--- src/rtl/linebuf_ctrl.sv ---
// Line-buffer sequencer for a 3x3 median: cascades two read-first BRAMs into a 2-line delay and emits
// aligned (y-2, y-1, y) columns with coordinates. Fixed 3-cycle latency, no backpressure.
module linebuf_ctrl #(
  parameter int DATA_W = 24,
  parameter int ADDR_W = 11,
  parameter int ROW_W  = 11
) (
  input  logic              clk,
  input  logic              rst,
  input  logic [ADDR_W-1:0] line_width,
  input  logic [ROW_W-1:0]  line_height,
  input  logic              in_valid,
  input  logic              in_sof,
  input  logic [DATA_W-1:0] in_data,
  output logic [ADDR_W-1:0] ram0_addr,
  output logic              ram0_we,
  output logic [DATA_W-1:0] ram0_din,
  input  logic [DATA_W-1:0] ram0_dout,
  output logic [ADDR_W-1:0] ram1_addr,
  output logic              ram1_we,
  output logic [DATA_W-1:0] ram1_din,
  input  logic [DATA_W-1:0] ram1_dout,
  output logic              win_valid,
  output logic [DATA_W-1:0] win_top,
  output logic [DATA_W-1:0] win_mid,
  output logic [DATA_W-1:0] win_bot,
  output logic [ADDR_W-1:0] win_x,
  output logic [ROW_W-1:0]  win_y,
  output logic              win_sol,
  output logic              win_eol,
  output logic              frame_done,
  output logic              cfg_err
);

  typedef enum logic {IDLE, RUN} state_t;

  state_t            state_q, state_d;
  logic [ADDR_W-1:0] col_q, col_d, w_q, w_d;
  logic [ROW_W-1:0]  row_q, row_d, h_q, h_d;

  logic              sof_hit, size_ok, start, reject, accept, cur_eol, cur_last;
  logic [ADDR_W-1:0] cur_col, cur_w;
  logic [ROW_W-1:0]  cur_row, cur_h;

  // stage 1: BRAM0 read in flight; stage 2: BRAM1 read in flight
  logic              s1_vld_q, s1_eol_q, s1_last_q;
  logic [ADDR_W-1:0] s1_col_q;
  logic [ROW_W-1:0]  s1_row_q;
  logic [DATA_W-1:0] s1_bot_q;
  logic              s2_vld_q, s2_eol_q, s2_last_q, s2_emit;
  logic [ADDR_W-1:0] s2_col_q;
  logic [ROW_W-1:0]  s2_row_q;
  logic [DATA_W-1:0] s2_bot_q, s2_mid_q;

  logic              win_valid_q, win_sol_q, win_eol_q, frame_done_q, cfg_err_q;
  logic [DATA_W-1:0] win_top_q, win_mid_q, win_bot_q;
  logic [ADDR_W-1:0] win_x_q;
  logic [ROW_W-1:0]  win_y_q;

  always_comb begin
    sof_hit  = in_valid && in_sof && !rst;
    size_ok  = (line_width >= ADDR_W'(3)) && (line_height >= ROW_W'(3));
    start    = sof_hit && size_ok;
    reject   = sof_hit && !size_ok;
    accept   = start || (in_valid && !in_sof && !rst && (state_q == RUN));
    // an accepted SOF restarts at (0,0) with freshly sampled sizes
    cur_col  = start ? '0 : col_q;
    cur_row  = start ? '0 : row_q;
    cur_w    = start ? line_width : w_q;
    cur_h    = start ? line_height : h_q;
    cur_eol  = (cur_col == cur_w - ADDR_W'(1));
    cur_last = cur_eol && (cur_row == cur_h - ROW_W'(1));

    state_d = state_q;
    col_d   = col_q;
    row_d   = row_q;
    w_d     = w_q;
    h_d     = h_q;
    if (reject) begin
      state_d = IDLE;
    end
    if (accept) begin
      w_d = cur_w;
      h_d = cur_h;
      if (cur_last) begin
        state_d = IDLE;
        col_d   = '0;
        row_d   = '0;
      end else begin
        state_d = RUN;
        if (cur_eol) begin
          col_d = '0;
          row_d = cur_row + ROW_W'(1);
        end else begin
          col_d = cur_col + ADDR_W'(1);
          row_d = cur_row;
        end
      end
    end
  end

  always_ff @(posedge clk or posedge rst) begin
    if (rst) begin
      state_q <= IDLE;
      col_q   <= '0;
      row_q   <= '0;
      w_q     <= '0;
      h_q     <= '0;
    end else begin
      state_q <= state_d;
      col_q   <= col_d;
      row_q   <= row_d;
      w_q     <= w_d;
      h_q     <= h_d;
    end
  end

  // rows 0/1 of a frame only prime the line buffers
  assign s2_emit = s2_vld_q && (s2_row_q >= ROW_W'(2));

  always_ff @(posedge clk or posedge rst) begin
    if (rst) begin
      s1_vld_q     <= 1'b0;
      s1_eol_q     <= 1'b0;
      s1_last_q    <= 1'b0;
      s1_col_q     <= '0;
      s1_row_q     <= '0;
      s1_bot_q     <= '0;
      s2_vld_q     <= 1'b0;
      s2_eol_q     <= 1'b0;
      s2_last_q    <= 1'b0;
      s2_col_q     <= '0;
      s2_row_q     <= '0;
      s2_bot_q     <= '0;
      s2_mid_q     <= '0;
      win_valid_q  <= 1'b0;
      win_sol_q    <= 1'b0;
      win_eol_q    <= 1'b0;
      frame_done_q <= 1'b0;
      cfg_err_q    <= 1'b0;
      win_top_q    <= '0;
      win_mid_q    <= '0;
      win_bot_q    <= '0;
      win_x_q      <= '0;
      win_y_q      <= '0;
    end else begin
      s1_vld_q     <= accept;
      s1_eol_q     <= cur_eol;
      s1_last_q    <= accept && cur_last;
      s1_col_q     <= cur_col;
      s1_row_q     <= cur_row;
      s1_bot_q     <= in_data;
      s2_vld_q     <= s1_vld_q;
      s2_eol_q     <= s1_eol_q;
      s2_last_q    <= s1_last_q;
      s2_col_q     <= s1_col_q;
      s2_row_q     <= s1_row_q;
      s2_bot_q     <= s1_bot_q;
      s2_mid_q     <= ram0_dout;
      win_valid_q  <= s2_emit;
      win_sol_q    <= s2_emit && (s2_col_q == '0);
      win_eol_q    <= s2_emit && s2_eol_q;
      frame_done_q <= s2_emit && s2_last_q;
      cfg_err_q    <= reject;
      win_top_q    <= ram1_dout;
      win_mid_q    <= s2_mid_q;
      win_bot_q    <= s2_bot_q;
      win_x_q      <= s2_col_q;
      win_y_q      <= s2_row_q;
    end
  end

  assign ram0_addr  = accept ? cur_col : '0;
  assign ram0_we    = accept;
  assign ram0_din   = in_data;
  assign ram1_addr  = s1_col_q;
  assign ram1_we    = s1_vld_q;
  assign ram1_din   = ram0_dout;
  assign win_valid  = win_valid_q;
  assign win_top    = win_top_q;
  assign win_mid    = win_mid_q;
  assign win_bot    = win_bot_q;
  assign win_x      = win_x_q;
  assign win_y      = win_y_q;
  assign win_sol    = win_sol_q;
  assign win_eol    = win_eol_q;
  assign frame_done = frame_done_q;
  assign cfg_err    = cfg_err_q;

endmodule
--- config.mk ---
export PLATFORM = sky130hd
export DESIGN_NAME = linebuf_ctrl
export DESIGN_NICKNAME = d
export VERILOG_FILES = /design/src/rtl/linebuf_ctrl.sv
export SDC_FILE = /design/constraint.sdc
export NUM_CORES = 1
export LEC_CHECK = 0
export CORE_MARGIN = 2
export CORE_UTILIZATION = 35
export CTS_BUF_LIST = sky130_fd_sc_hd__clkbuf_16
export DETAILED_ROUTE_END_ITERATION = 8
export SYNTH_ARGS = -nofsm -noshare
export SYNTH_HDL_FRONTEND = slang
export SYNTH_SLANG_ARGS = --single-unit
--- constraint.sdc ---
create_clock -name clk -period 30 [get_ports clk]
set_input_delay 6 -clock clk [delete_from_list [all_inputs] [get_ports clk]]
set_output_delay 6 -clock clk [all_outputs]
set_load 0.02 [all_outputs]
==> results.py <==
metrics = {
    "clocking": {
        "clk_path_buf_depth": 3,
        "htree_levels": 1,
        "insertion_delay_ps": 540,
        "clock-sinks": 266,
        "cts_resized": 0,
        "hold_buffers": 0,
        "numCtsBuffers": 28,
        "tritoncts": "yes",
        "cts_setup_buffers": 0,
        "cts_root_buffer": "clkbuf_16",
        "clk_pin_slew_ps": 60,
    },
    "worst_setup_path": {
        "critPathArrivalTime_ps": 8680,
        "r2r_cells": 12,
        "r2r_slack_ps": 26270,
        "crit_required_ps": 24000,
        "path_max_fanout": 117,
        "worstSetupEndpointType": "output port",
        "cp-start-kind": "input port",
        "reg2reg_from": "h_q[0]$_DFFE_PP0N_",
        "r2r_end": "row_q[4]$_DFFE_PP0N_",
        "critPathLaunch": "rst",
        "worstSetupPathType": "input port to output port",
    },
    "synth": {
        "synth_nets": 852,
        "netlist_instances": 750,
        "yosysWarnings": 0,
        "yosys_register_bits": 266,
        "syn_area_per_cell_um2": 12.8,
        "synth_ff_type": "dfrtp_1",
        "syn_area_mm2": 0.00963,
        "postSynth.asyncResetShare_pct": 100,
        "synth.distinct_cells": 67,
        "ys_seq_area_share_pct": 69.1,
        "synth_edf_count": 0,
    },
    "drt": {
        "detail_route.iter0.violations": 429,
        "vias_per_cell": 4.70,
        "wl_per_cell_um": 16.9,
        "vias": 6341,
        "antenna_left": 0,
        "firstDrtPassIters": 6,
        "wirelength_mm": 22.7,
        "drc_errors": 0,
    },
    "final_layout": {
        "final_cells": 1348,
        "fillers": 2404,
        "seq_area_mm2": 0.00666,
        "layout-area-overhead-vs-synth_pct": 36.5,
        "final_layout_size_suffix_gt1_share_pct": 7.15,
        "layout.nets": 1089,
        "multiInputGateArea_mm2": 0.00242,
        "antenna_cells": 0,
    },
    "die": {
        "initial_core_util_pct": 35.7,
        "dieWidth_um": 170,
        "coreArea_mm2": 0.0270,
        "die_height_um": 170,
        "fp-row-count": 60,
        "die_area_mm2": 0.0289,
        "num_io_pins": 269,
    },
    "global_routing": {
        "grt_max_degree": 118,
        "overflow": 0,
        "grt_pass1_wl_mm": 34.9,
        "grt_pass1_vias": 6125,
        "grt_use_total_pct": 15.5,
        "antenna_found_initial": 0,
    },
    "hold_path": {
        "min-delay-start": "s1_bot_q[22]$_DFF_PP0_",
        "worstHoldEndpoint": "s2_bot_q[22]$_DFF_PP0_",
        "hold_depth": 0,
        "hp-class": "flop to flop",
    },
    "sta": {
        "period_needed_ps": 14680,
        "final-setup-viol-count": 0,
        "rsz0062_at_grt": "false",
        "hold_viol_final": 0,
        "finalCritPeriodShare_pct": 48.9,
        "slew_violations": 0,
        "max_freq_mhz": 68.1,
        "worstMarginPinSlew_ps": 921,
        "tns_ps": 0,
        "clock_skew_ps": 16.9,
        "slew_headroom_pct": 38.6,
    },
    "status": {
        "status": "finished, final reports clean",
    },
    "placement": {
        "portBuffers": 268,
        "place_inst": 1298,
        "dpl.hpwl_mm": 16.4,
        "gp_congestion": 0.821,
    },
    "pwr": {
        "powerDensity_mw_per_mm2": 61.9,
        "leakagePower_nw": 5.80,
        "vdd_drop_max_uv": 37.1,
    },
    "flow_run": {
        "drv_cap": 0,
    },
}
## sequential cells by signal, summed over array words and instances (netlist names), 24 cells and up
name / cells
s1_bot_q: 24
win_top: 24
win_bot: 24
win_mid: 24
s2_bot_q: 24
s2_mid_q: 24
## through the flow
stage / util [%] / area [um^2] / total power [mW] / hold WS, ps / worst slack (ps)
floorplan: - / 9630 / 0.462 / 331 / 10510
global placement: 45.7 / 12300 / 0.512 / 332 / 15250
detailed placement: 45.7 / 12300 / 0.513 / 335 / 15220
CTS: 48.8 / 13100 / 0.825 / 344 / 15220
global route: 48.8 / 13100 / 0.852 / 352 / 14990
finish: 48.8 / 13100 / 0.813 / 345 / 15320
## final cells by class
| class | instances | area share (%) |
|---|---|---|
| Sequential cell | 266 | 50.6 |
| Timing Repair Buffer | 274 | 20.8 |
| Clock buffer | 28 | 5.33 |
| Multi-Input combinational cell | 396 | 18.4 |
| Clock inverter | 22 | 0.999 |
| Tap cell | 341 | 3.25 |
| Inverter | 21 | 0.657 |
## cell usage after synthesis, types with 5 or more instances
master    number  area, um^2
a21oi_1       16        80.1
a31oi_1        8        50.1
and2_1        26         163
and3_1         7        43.8
buf_4         50         375
buf_6          5        56.3
clkbuf_1      10        37.5
dfrtp_1      266        6660
inv_1         21        78.8
nand2_1       91         342
nand2b_1       5        31.3
nand3_1       24         120
nand3b_1       6        45.0
nand4_1        8        50.1
nor2_1        31         116
nor3_1        13        65.1
nor4_1         8        50.1
o21ai_0       35         175
or4_1          6        45.0
or4b_1         5        50.1
xnor2_1       10        87.6
xor2_1        19         166
## logic make-up (layout without fill, tap and decap cells)
logic type	count (synthesis)	count (layout)	share of synthesized area [%]
simple gates	265	265	15.3
fa+ha+maj	4	4	0.520
buf+inv	88	345	5.80
mux	1	1	0.104
xor+xnor	29	29	2.64
compound gates	97	97	6.47
flops	266	266	69.1
## routing by layer
| metal | track usage [%] | share of wire [%] | vias to the layer above | routed length [um] |
|---|---|---|---|---|
| met2 | 26.6 | 48 | 238 | 11000 |
| met1 | 20.2 | 42 | 3084 | 9610 |
| met4 | 3.34 | 1.5 | 0 | 332 |
| li1 | - | - | 2990 | - |
| met5 | 0 | 0 | - | 0 |
| met3 | 3.72 | 7.9 | 29 | 1800 |
## power breakdown
group / total, mW / leakage, nW / internal, mW / switching [mW]
Combinational: 0.110 / 2.06 / 0.0511 / 0.0594
Sequential: 0.394 / 3.33 / 0.379 / 0.0150
Clock: 0.308 / 0.410 / 0.170 / 0.138
Total: 0.813 / 5.80 / 0.601 / 0.212
## placed cells by master, fill, tap and decap left out, drive strengths merged, types with 5 or more instances in the layout
cell           count
clkdlybuf4s50    268
dfrtp            266
nand2             92
o21ai             37
nor2              31
clkbuf            28
and2              28
nand3             24
inv               24
xor2              19
a21oi             18
nor3              16
clkinv            15
nor4              13
xnor2             10
a31oi              9
nand4              8
and3               7
nand3b             7
or4                6
buf                6
nand2b             5
or4b               5
a211oi             5
## worst max-delay path, cell delays in order
cell             delay (ps)
clkdlybuf4s50_1         500
inv_8                   580
nand2_1                 170
nor3b_1                 250
buf_4                   240
nor2_1                  140
inv_1                   120
clkdlybuf4s50_1         640
## worst max-delay path by stage
| stage | end | slack (ps) | depth (start not counted) |
|---|---|---|---|
| after floorplan | ram0_addr[5] | 10510 | 4 |
| after global placement | ram0_we | 15250 | 8 |
| after detailed placement | ram0_we | 15220 | 8 |
| after CTS | ram0_we | 15220 | 8 |
| after global routing | ram0_we | 14990 | 8 |
| final | ram0_we | 15320 | 8 |
Power figures use the tool's default switching activity.
